### config.mk
export PLATFORM = sky130hd
export DESIGN_NAME = pipe_stage_reg
export DESIGN_NICKNAME = d
export VERILOG_FILES = /design/src/rtl/pipe_stage_reg.sv
export SDC_FILE = /design/constraint.sdc
export NUM_CORES = 1
export LEC_CHECK = 0
export ABC_AREA = 1
export BUFFER_PORTS_ARGS = -buffer_cell sky130_fd_sc_hd__buf_2
export CAP_MARGIN = 10
export CORE_AREA = 2 2 86 122
export DETAILED_ROUTE_END_ITERATION = 6
export DIE_AREA = 0 0 88 124
export PLACE_DENSITY = 0.89
export SYNTH_ARGS = -nofsm -noshare
export SYNTH_HDL_FRONTEND = slang
export SYNTH_SLANG_ARGS = --single-unit
### constraint.sdc
create_clock -name clk -period 1.9 [get_ports clk]
set_input_delay 0 -clock clk [delete_from_list [all_inputs] [get_ports clk]]
set_output_delay 0 -clock clk [all_outputs]
set_load 0.03 [all_outputs]
### src/rtl/pipe_stage_reg.sv
// pipe_stage_reg: reusable inter-stage pipeline register carrying a data
// payload and a control bundle under valid/ready handshaking.
//
// Handshake: a transfer in happens on a cycle where in_valid && in_ready; a
// transfer out happens on a cycle where out_valid && out_ready. Neither side
// may make its valid depend on the other side's ready.
//
// Priority: reset, then flush, then normal transfers. Flush empties the stage
// and clears the control bits selected by CTRL_KILL_MASK so a bubble never
// carries an asserted write enable; out_data and the unmasked control bits hold.
//
// Optional feature macro: PIPE_STAGE_REG_SKID_EN
//   defined   : two-entry skid buffer, registered in_ready, occupancy 0..2
//   undefined : single register, combinational in_ready, occupancy 0..1
module pipe_stage_reg #(
  parameter int unsigned              DATA_W         = 96,
  parameter int unsigned              CTRL_W         = 8,
  parameter logic [CTRL_W-1:0]        CTRL_KILL_MASK = {CTRL_W{1'b1}}
) (
  input  logic              clk,
  input  logic              reset,
  input  logic              in_valid,
  output logic              in_ready,
  input  logic [DATA_W-1:0] in_data,
  input  logic [CTRL_W-1:0] in_ctrl,
  input  logic              flush,
  output logic              out_valid,
  input  logic              out_ready,
  output logic [DATA_W-1:0] out_data,
  output logic [CTRL_W-1:0] out_ctrl,
  output logic [1:0]        occupancy
);

  // Control bits that survive a flush or drain.
  localparam logic [CTRL_W-1:0] KEEP_MASK = ~CTRL_KILL_MASK;

  logic              w_xfer_in;
  logic              w_xfer_out;
  logic [DATA_W-1:0] r_out_data;
  logic [CTRL_W-1:0] r_out_ctrl;

  assign out_data = r_out_data;
  assign out_ctrl = r_out_ctrl;

`ifdef PIPE_STAGE_REG_SKID_EN

  // EMPTY: nothing held; ONE: output register only; FULL: output + skid.
  // Encoding doubles as the occupancy count.
  typedef enum logic [1:0] {
    S_EMPTY = 2'd0,
    S_ONE   = 2'd1,
    S_FULL  = 2'd2
  } skid_state_t;

  skid_state_t       r_state;
  skid_state_t       w_state_nxt;
  logic              r_in_ready;
  logic [DATA_W-1:0] r_skid_data;
  logic [CTRL_W-1:0] r_skid_ctrl;
  logic              w_out_valid;
  logic              w_load_out_in;
  logic              w_load_out_skid;
  logic              w_load_skid;
  logic              w_bubble;

  // in_ready comes from a register; reset and flush still gate it at once.
  assign in_ready    = r_in_ready && !reset && !flush;
  assign w_out_valid = (r_state != S_EMPTY);
  assign out_valid   = w_out_valid;
  assign occupancy   = r_state;
  assign w_xfer_in   = in_valid && in_ready;
  assign w_xfer_out  = w_out_valid && out_ready;

  // State register plus registered in_ready (not FULL next cycle).
  always_ff @(posedge clk) begin
    if (reset) begin
      r_state    <= S_EMPTY;
      r_in_ready <= 1'b1;
    end else if (flush) begin
      r_state    <= S_EMPTY;
      r_in_ready <= 1'b1;
    end else begin
      r_state    <= w_state_nxt;
      r_in_ready <= (w_state_nxt != S_FULL);
    end
  end

  // Next-state and datapath load selects from the handshake outcome.
  always_comb begin
    w_state_nxt     = r_state;
    w_load_out_in   = 1'b0;
    w_load_out_skid = 1'b0;
    w_load_skid     = 1'b0;
    w_bubble        = 1'b0;
    unique case (r_state)
      S_EMPTY: begin
        if (w_xfer_in) begin
          w_state_nxt   = S_ONE;
          w_load_out_in = 1'b1;
        end
      end
      S_ONE: begin
        if (w_xfer_in && w_xfer_out) begin
          w_load_out_in = 1'b1;
        end else if (w_xfer_in) begin
          w_state_nxt = S_FULL;
          w_load_skid = 1'b1;
        end else if (w_xfer_out) begin
          w_state_nxt = S_EMPTY;
          w_bubble    = 1'b1;
        end
      end
      S_FULL: begin
        // FULL never accepts input, so only a drain of the output matters.
        if (w_xfer_out) begin
          w_state_nxt     = S_ONE;
          w_load_out_skid = 1'b1;
        end
      end
      default: begin
        w_state_nxt = S_EMPTY;
      end
    endcase
  end

  // Output and skid payload registers.
  always_ff @(posedge clk) begin
    if (reset) begin
      r_out_data  <= '0;
      r_out_ctrl  <= '0;
      r_skid_data <= '0;
      r_skid_ctrl <= '0;
    end else if (flush) begin
      r_out_ctrl <= r_out_ctrl & KEEP_MASK;
    end else begin
      if (w_load_out_in) begin
        r_out_data <= in_data;
        r_out_ctrl <= in_ctrl;
      end else if (w_load_out_skid) begin
        r_out_data <= r_skid_data;
        r_out_ctrl <= r_skid_ctrl;
      end else if (w_bubble) begin
        r_out_ctrl <= r_out_ctrl & KEEP_MASK;
      end
      if (w_load_skid) begin
        r_skid_data <= in_data;
        r_skid_ctrl <= in_ctrl;
      end
    end
  end

`else

  logic r_out_valid;

  // Accept when empty or when the held entry leaves this same cycle.
  assign in_ready   = !reset && !flush && (!r_out_valid || out_ready);
  assign out_valid  = r_out_valid;
  assign occupancy  = {1'b0, r_out_valid};
  assign w_xfer_in  = in_valid && in_ready;
  assign w_xfer_out = r_out_valid && out_ready;

  // Single output register: load on transfer in, bubble on drain.
  always_ff @(posedge clk) begin
    if (reset) begin
      r_out_valid <= 1'b0;
      r_out_data  <= '0;
      r_out_ctrl  <= '0;
    end else if (flush) begin
      r_out_valid <= 1'b0;
      r_out_ctrl  <= r_out_ctrl & KEEP_MASK;
    end else if (w_xfer_in) begin
      r_out_valid <= 1'b1;
      r_out_data  <= in_data;
      r_out_ctrl  <= in_ctrl;
    end else if (w_xfer_out) begin
      r_out_valid <= 1'b0;
      r_out_ctrl  <= r_out_ctrl & KEEP_MASK;
    end
  end

`endif

endmodule
==> results of run 1 <==
[worst max-delay path, delay by kind of cell, from the launching register on]
| family | cells | cell delay, ns |
|---|---|---|
| AND/OR/NAND/NOR | 5 | 0.81 |
| flip-flops | 1 | 0.35 |
| buffers and inverters | 1 | 0.29 |
[power groups by stage]
stage / Sequential [mW] / Clock [mW] / Combinational [mW]
finish: 2.36 / 1.92 / 0.988
global route: 2.37 / 2.05 / 1.07
CTS: 2.36 / 1.96 / 0.960
detailed placement: 2.41 / 0 / 0.790
global placement: 2.40 / 0 / 0.780
floorplan: 2.63 / 0 / 0.295
[cell type report]
cell class	instances	area share [%]
clock inverter	4	0.714
timing repair buffer	327	32.9
inverter	99	5.44
tap	135	2.47
multi-input combinational	415	23.8
clock buffer	12	3.90
antenna	1	0.0366
sequential	105	30.7
[flip-flops by register name, summed over array words and instances, names as in the netlist]
| signal | count |
|---|---|
| out_ctrl | 8 |
| out_valid | 1 |
| out_data | 96 |
[final timing paths]
path | from | endpoint | slack (ns) | cells past startpoint
setup / recovery | out_valid | out_data[53] | 0.35 | 6
hold / removal | in_valid | out_ctrl[0] | 0.05 | 3
setup reg to reg | out_valid | out_data[53] | 0.35 | 6
hold reg to reg | out_ctrl[0] | out_ctrl[0] | 0.48 | 2
[synthesized netlist by cell type (all sizes together)]
master	number	area [sq um]
a21oi	10	50.1
clkbuf	6	22.5
dfxtp	105	2100
inv	98	368
nand2	194	731
conb	1	3.75
buf	29	215
clkinv	1	3.75
nor2	193	732
nand4	8	50.1
nand3	9	50.1
[cell families after synthesis]
kind of cell           synth area share [%]
AOI/OAI and AO/OA                      1.16
DFF                                    48.6
and+or+nand+nor                        36.1
other                                0.0866
buffers and inverters                  14.1
[metal layers]
layer	part of all wire [%]	GRT usage [%]	vias to the layer above
met5	0	0	-
met4	6.4	17.5	0
met3	5.6	4.57	76
met2	52	44.3	213
met1	36	24.2	2110
li1	-	-	2481
[per-stage QoR]
step	area, sq um	power (mW)	cells	hold slack, ns	utilization, %
3_3_place_gp	5480	3.19	977	0.219	56.3
5_1_grt	6840	5.49	1098	0.0550	70.2
2_1_floorplan	4330	2.93	654	0.135	-
4_1_cts	6830	5.28	1097	0.0282	70.2
3_5_place_dp	5480	3.20	977	0.226	56.3
6_report	6840	5.28	1098	0.0454	70.2
==> results by group, run 1 <==
Detailed routing
  – Antenna-violating nets left: 0
  – Routed wire length: approximately 14 mm
  – Wirelength per Cell: between 10 and 15 um
  – Starting DRT DRC Count: 248
  – DR vias: 4880
  – Detailed Routing Iterations Pass 1: 5
  – Via/cell ratio: about 4.4
  – Residual DRC: 0

Synth
  – Synthesized Nets: approximately 760
  – Synthesized area per cell: ~6.6 sq um
  – Synth Register Bits: 105
  – Post-Syn Instances: between 600 and 700
  – Sequential fraction of the synthesis area: ~50%
  – Synth cell types: 17
  – Mapped cell area: between 0.004 and 0.005 sq mm
  – Yosys Warn Count: 0

Clock network
  – Clk_lat worst skew: between 0.3 and 0.4 ns
  – Root Buffer: clkbuf_16
  – CTS tree: yes
  – Clock sinks: about 110
  – Clock buffer depth: 2
  – Post-CTS Resized: 0
  – Clock slew at reported path FFs: about 0.07 ns
  – Hold_buf cts: 104
  – Postcts setup bufs: 0
  – CTS Buf Count: 9
  – H-tree Lvls: 3

STA
  – Fin. max-slew vios: 0
  – Final worst path period share: slightly above 80%
  – Final setup fails: 0
  – Worst Skew: 0.00581 ns
  – RSZ-0062 raised after global routing: no
  – Final Hold Viols: 0
  – Setup tns final: 0 ns
  – Post-route minimum period: around 1.6 ns
  – Max Fclk: around 0.64 GHz
  – Fin worst setup slack: 0.349 ns

GRT
  – Antenna violations before repair: 1
  – Vias in the first global route: about 4700
  – Final global-route overflow total: 0
  – First-pass GRT wire length: about 21 mm
  – GRT Util Overall: roughly 24%
  – Largest net degree at the start of global routing: 50

Power
  – Reg power frac: between 40 and 50%
  – VDD IR max: ~600 uV
  – Pwr dens: 772 mW/mm^2
  – Comb power frac: approximately a fifth
  – Clock Power Share: 36.5%
  – P_int: 3.85 mW
  – Switch share: a little over a quarter
  – Leakage: 3.93 nW
  – Net Sw Power: about 1.4 mW

Layout
  – Fraction of layout cells with a size suffix above 1: approximately a quarter
  – Register area: around 0.0021 sq mm
  – Layout area overhead: 58.0%
  – Final nets: roughly 1100
  – Most common cell after layout, fill and taps aside: buf_2
  – Layout fillers: 676
  – Most frequent cells in the layout: 215 x buf_2, 193 x nand2_1, 192 x nor2_1, 105 x dfxtp_1, 104 x dlygate4sd3_1
  – Area of the multi-input gates: 0.00162 sq mm

Floorplanning
  – Row count: 43
  – DIE AREA: between 0.01 and 0.015 sq mm
  – # IOs: ~220
  – Die width: between 80 and 90 um
  – CORE AREA: between 0.009 and 0.01 sq mm
  – DIE HEIGHT: 124 um
  – Initial Util: 44.4%

Critical path
  – Worst EP required: approximately 2.2 ns
  – CP endpoint kind: register
  – CP max stage delay: between 0.3 and 0.4 ns
  – Crit-path slowest cell: dfxtp_1
  – Worst-path cell chain: nand2_2 > nand3_4 > buf_12 > nand2_1 > nand2_1 > nor2_1
  – Crit path arrival time: around 1.8 ns
  – Worst Path Max Fanout: 39
  – Crit path kind: reg -> reg
  – Most common cell on crit path: nand2_1
  – CP startpoint kind: register

Placement
  – Pre-CTS setup slack: 0.460 ns
  – IO buf count: between 200 and 250
  – Global placement routability congestion: around 0.77
  – DPL Wire Length: ~7.6 mm

Flow run
  – Max-cap violations: 0

Status
  – Status: complete, no violations

Worst hold path
  – Hold crit path type: in -> reg
(Power assumes the default switching activity.)
==> run 2, diff against run 1 <==
==> constraint.sdc (replaced) <==
create_clock -name clk -period 1.5 [get_ports clk]
set_input_delay 0 -clock clk [delete_from_list [all_inputs] [get_ports clk]]
set_output_delay 0 -clock clk [all_outputs]
set_load 0.03 [all_outputs]
==> results by group, run 2 (same netlist as run 1, synthesis figures left out) <==
Critical path
  – Crit path arrival time: 1.55 ns (-0.26 ns)
  – CP endpoint kind: register
  – Worst-path cell chain: nand2_2 > nand3_4 > buf_12 > nand2_1 > nand2_1 > nor2_1
  – Worst EP required: 1.73 ns (-0.43 ns)
  – Worst reg2reg path depth: 6 (unchanged)
  – Crit-path slowest cell: dfxtp_1
  – Most common cell on crit path: nand2_1
  – CP startpoint kind: register
  – CP max stage delay: 0.41 ns (+0.06 ns)
  – WP buf/inv: 1 (unchanged)
  – Worst Path Max Fanout: 84 (+120%)
  – Critical path depth in cells: 6 (unchanged)
  – Crit path kind: reg -> reg
  – Cell family with most CP delay: simple AND/OR/NAND/NOR gates

Layout
  – Diodes inserted: 0 (-1)
  – Largest register FFs: 96 (unchanged)
  – Layout area overhead: 56.8%
  – Fraction of layout cells with a size suffix above 1: 25.2% (-0.10 points)
  – Final nets: 1066 (unchanged)
  – Most common cell after layout, fill and taps aside: buf_2
  – Most frequent cells in the layout: 215 x buf_2, 193 x nand2_1, 192 x nor2_1, 105 x dfxtp_1, 104 x dlygate4sd3_1

STA
  – Max Fclk: 0.758 GHz (+18%)
  – Worst Skew: 0.00418 ns (-0.00163 ns)
  – Post-route minimum period: 1.32 ns (-0.231 ns)
  – RSZ-0062 raised after global routing: no
  – Final worst path period share: 88.0% (+6.3 points)
  – Final setup fails: 0 (unchanged)
  – Fin worst setup slack: 0.181 ns (-0.169 ns)
  – Setup tns final: 0 ns (unchanged)
  – Fin. max-slew vios: 0 (unchanged)
  – Final Hold Viols: 0 (unchanged)

Flow run
  – Max-cap violations: 0 (unchanged)

Detailed routing
  – Met1 Routed Length: 5.11 mm (+3.3%)
  – Antenna-violating nets left: 0 (unchanged)
  – Detail Route met3 WL: 869 um (+13%)
  – Starting DRT DRC Count: 219 (-12%)
  – Wirelength per Cell: 13.0 um (+3.3%)
  – Top Layer Used: met4
  – Residual DRC: 0 (unchanged)
  – DR vias: 4889 (+0.18%)
  – Detailed Routing Iterations Pass 1: 5 (unchanged)
  – Via/cell ratio: 4.46 (+0.28%)
  – Metal2 WL: 7.46 mm (+3.8%)
  – Routed wire length: 14.2 mm (+3.2%)

Power
  – VDD IR max: 652 uV (+8.4%)
  – Leakage: 3.90 nW (-0.80%)
  – Pwr dens: 964 mW/mm^2 (+25%)

Worst hold path
  – Number of cells on the worst hold path: 3 (unchanged)
  – Hold crit path type: in -> reg

Clock network
  – Clock buffer depth: 2 (unchanged)
  – Clock sinks: 105 (unchanged)
  – Root Buffer: clkbuf_16
  – H-tree Lvls: 3 (unchanged)
  – Post-CTS Resized: 0 (unchanged)
  – Clk_lat worst skew: 0.34 ns (about the same)
  – CTS Buf Count: 9 (unchanged)
  – Clock slew at reported path FFs: 0.07 ns (about the same)
  – CTS tree: yes

Floorplanning
  – Row count: 43 (unchanged)
  – Initial Util: 44.4% (unchanged)
  – DIE HEIGHT: 124 um (unchanged)
  – Die width: 88 um (unchanged)
  – DIE AREA: 0.0109 sq mm (unchanged)
  – CORE AREA: 0.00974 sq mm (unchanged)
  – # IOs: 217 (unchanged)

GRT
  – Vias in the first global route: 4810 (+2.8%)
  – First-pass GRT wire length: 21.4 mm (+3.6%)
  – Largest net degree at the start of global routing: 85 (+70%)
  – Antenna violations before repair: 0 (-1)
  – Final global-route overflow total: 0 (unchanged)
  – GRT Util Overall: 25.2% (+0.89 points)

Placement
  – IO buf count: 215 (unchanged)
  – Pre-CTS setup slack: 0.240 ns (-0.220 ns)
  – DPL Wire Length: 7.45 mm (-1.5%)
  – Global placement routability congestion: 0.782 (+2.1%)

Status
  – Status: complete, no violations
## run 2: cell count changes in the layout (fill, tap and decap cells not counted), moves of 2 or more
cell and change:
clkinvlp_4 +2, buf_12 -2, clkinv_2 -2, buf_4 +2
## run 2: where the power goes
part	leakage [nW]	switching, mW	internal [mW]
clock network	0.138	1.03	1.27
logic	2.90	0.736	0.513
registers	0.858	0.0701	2.93
## run 2: repair_timing
action / 4_1_cts / 5_1_grt
hold buffers: 104 / 0
buffers inserted: 0 / 0
endpoints found under the hold margin: 104 / 0
## run 2: final timing paths
check | end | slack, ns | startpoint
max | out_data[55] | 0.18 | out_valid
min | out_ctrl[1] | 0.04 | in_valid
max reg2reg | out_data[55] | 0.18 | out_valid
min reg2reg | out_ctrl[5] | 0.48 | out_ctrl[5]
## run 2: area by class of cell
type	instances	area [sq um]
repair buffers	327	2230
multi-input cells	415	1620
fillers	724	2950
clock inverters	3	23.8
flip-flops and latches	105	2100
well taps	135	169
inverters	99	372
clock buffers	13	270
## run 2: per-stage QoR
stage | hold WS, ns | power [mW] | cells | cell area [sq um] | util (%)
2_1_floorplan | 0.135 | 3.71 | 654 | 4330 | -
3_5_place_dp | 0.228 | 4.04 | 977 | 5450 | 56.0
4_1_cts | 0.0252 | 6.53 | 1097 | 6790 | 69.7
3_3_place_gp | 0.219 | 4.03 | 977 | 5450 | 56.0
6_report | 0.0403 | 6.54 | 1097 | 6790 | 69.7
5_1_grt | 0.0409 | 6.82 | 1097 | 6790 | 69.7
## run 2: worst reg2reg max path, stage by stage, from the launching register on
cell and delay (ns):
dfxtp_1 0.41, nand2_2 0.11, nand3_4 0.11, buf_12 0.30, nand2_1 0.13, nand2_1 0.09
nor2_1 0.07
## run 2: metal layers
metal | vias to the layer above | track usage, %
met2 | 230 | 46.2
met5 | - | 0
met4 | 0 | 16.0
li1 | 2480 | -
met1 | 2107 | 25.1
met3 | 72 | 5.77
==> run 3, diff against run 2 <==
--- a/config.mk
+++ b/config.mk
@@ -8,10 +8,12 @@
 export ABC_AREA = 1
 export BUFFER_PORTS_ARGS = -buffer_cell sky130_fd_sc_hd__buf_2
 export CAP_MARGIN = 10
-export CORE_AREA = 2 2 86 122
+export CELL_PAD_IN_SITES_DETAIL_PLACEMENT = 2
+export CELL_PAD_IN_SITES_GLOBAL_PLACEMENT = 2
+export CORE_AREA = 2 2 119 168
 export DETAILED_ROUTE_END_ITERATION = 6
-export DIE_AREA = 0 0 88 124
-export PLACE_DENSITY = 0.89
+export DIE_AREA = 0 0 121 170
+export PLACE_DENSITY = 0.91
 export SYNTH_ARGS = -nofsm -noshare
 export SYNTH_HDL_FRONTEND = slang
 export SYNTH_SLANG_ARGS = --single-unit
==> results by group, run 3 (same netlist as run 1, synthesis figures left out) <==
Critical path
  – Worst-path cell chain: dlygate4sd3_1 > buf_2 > nor2_4 > clkinv_1 > a21oi_1 > buf_2
  – Worst EP required: 1.50 ns (-0.23 ns)
  – Crit path arrival time: 1.48 ns (-0.07 ns)
  – Worst Path Max Fanout: 7 (-92%)
  – Crit Reg-Reg Endpoint: out_data[8]
  – FF-to-FF Start: out_valid
  – Crit-path slowest cell: dlygate4sd3_1
  – Worst reg2reg path depth: 6 (unchanged)
  – CP max stage delay: 0.55 ns (+0.14 ns)
  – Crit path kind: in -> out
  – R2R setup slack: 0.17 ns (about the same)
  – Most common cell on crit path: buf_2
  – CP startpoint kind: primary input
  – CP endpoint kind: primary output

STA
  – Final Hold Viols: 0 (unchanged)
  – Final worst path period share: 98.7% (+11 points)
  – Fin worst setup slack: 0.0198 ns (-0.161 ns)
  – Worst Skew: 0.00924 ns (+0.00506 ns)
  – Fin. max-slew vios: 0 (unchanged)
  – Post-route minimum period: 1.48 ns (+0.161 ns)
  – Max Fclk: 0.676 GHz (-11%)
  – Final setup fails: 0 (unchanged)

Placement
  – Global placement routability congestion: 0.741 (-5.3%)
  – Cell Area, Placed: 0.00565 sq mm (+3.7%)
  – Placed cell count: 1093 (+12%)
  – IO buf count: 215 (unchanged)
  – Pre-CTS setup slack: 0.204 ns (-0.0363 ns)
  – DPL Wire Length: 11.6 mm (+55%)

GRT
  – Largest net degree at the start of global routing: 93 (+9.4%)
  – GRT Util Overall: 20.7% (-4.6 points)
  – Antenna violations before repair: 0 (unchanged)
  – Vias in the first global route: 6116 (+27%)
  – Final global-route overflow total: 0 (unchanged)
  – First-pass GRT wire length: 32.8 mm (+53%)

Detailed routing
  – Routed wire length: 21.1 mm (+49%)
  – Starting DRT DRC Count: 154 (-30%)
  – Residual DRC: 0 (unchanged)
  – DR vias: 5219 (+6.7%)
  – Wirelength per Cell: 17.3 um (+33%)
  – Detailed Routing Iterations Pass 1: 4 (-1)
  – Antenna-violating nets left: 0 (unchanged)
  – Via/cell ratio: 4.27 (-4.1%)

Floorplanning
  – CORE AREA: 0.0190 sq mm (+95%)
  – Die width: 121 um (+38%)
  – DIE HEIGHT: 170 um (+37%)
  – Initial Util: 22.8% (-22 points)
  – DIE AREA: 0.0206 sq mm (+89%)
  – Row count: 60 (+40%)
  – # IOs: 217 (unchanged)

Worst hold path
  – Number of cells on the worst hold path: 4 (+1)
  – Hold Path Sink: out_ctrl[1]
  – Hold crit path type: in -> reg
  – Worst hold start: reset

Layout
  – Most common cell after layout, fill and taps aside: buf_2
  – Final core area utilization: 37.2% (-33 points)
  – Final nets: 1077 (+1.0%)
  – Fraction of layout cells with a size suffix above 1: 26.2% (+1.1 points)
  – Layout area overhead: 63.3%
  – Final Instance Count excl. Fillers: 1221 (+11%)
  – Most frequent cells in the layout: 215 x buf_2, 193 x nand2_1, 191 x nor2_1, 105 x dlygate4sd3_1, 104 x dfxtp_1
  – Design area: 0.00707 sq mm (+4.1%)
  – Diodes inserted: 0 (unchanged)
  – Largest register FFs: 96 (unchanged)

Flow run
  – Max-cap violations: 0 (unchanged)

Power
  – VDD IR max: 444 uV (-32%)
  – Final total power: 6.83 mW (+4.4%)
  – Pwr dens: 967 mW/mm^2 (+0.32%)
  – Leakage: 3.97 nW (+1.8%)

Clock network
  – Clock buffer depth: 2 (unchanged)
  – H-tree Lvls: 3 (unchanged)
  – Clock sinks: 105 (unchanged)
  – Clk_lat worst skew: 0.36 ns (+0.02 ns)
  – Clock slew at reported path FFs: 0.07 ns (about the same)
  – CTS Buf Count: 9 (unchanged)
  – CTS tree: yes
  – Root Buffer: clkbuf_16

Status
  – Status: complete, no violations
==> run 3: where the power goes <==
group | internal [mW] | leakage (nW) | switching [mW] | total (mW)
Sequential | 2.93 | 0.859 | 0.0823 | 3.01
Clock | 1.31 | 0.139 | 1.17 | 2.48
Combinational | 0.536 | 2.97 | 0.812 | 1.35
Total | 4.77 | 3.97 | 2.06 | 6.83
==> run 3: timing repair <==
item	4_1_cts	5_1_grt
hold buffers	107	0
buffers inserted	0	7
endpoints found under the setup margin	0	41
endpoints found under the hold margin	104	0
gates resized for setup	0	4
==> run 3: metrics by stage <==
step                      hold slack (ns)  TNS [ns]
after floorplan                     0.135         0
after global placement              0.221         0
after detailed placement            0.231         0
after CTS                          0.0233         0
after global routing               0.0698   -0.0944
final                              0.0411         0
==> run 3: per-layer routing <==
metal	share of wire [%]	global-route usage, %	vias to the layer above	wire [um]
met5	0	0	-	0
met4	3.3	9.05	0	697
met3	4.4	3.69	41	922
met2	58	42.7	156	12300
met1	34	18.9	2522	7220
li1	-	-	2500	-
==> run 3: worst max-delay path by stage <==
stage	start	end	slack [ns]	depth (start not counted)
3_3_place_gp	out_valid	out_data[33]	0.26	6
5_1_grt	flush	in_ready	-0.05	6
4_1_cts	out_valid	out_ctrl[1]	0.03	5
3_5_place_dp	out_valid	out_data[3]	0.20	6
6_report	flush	in_ready	0.02	6
2_1_floorplan	out_valid	out_ctrl[4]	0.10	6
==> run 3: critical path, delay by kind of cell <==
family / cells / cell delay [ns]
AO/OA/AOI/OAI: 1 / 0.17
buffers and inverters: 4 / 1.08
AND/OR/NAND/NOR: 1 / 0.22
==> run 3: area by class of cell <==
class                      instances  area [sq um]
multi-input combinational        415          1630
fill                            2232         11900
inverter                          99           372
timing repair buffer             338          2350
clock buffer                      10           229
tap                              248           310
sequential                       105          2100
clock inverter                     6          67.6
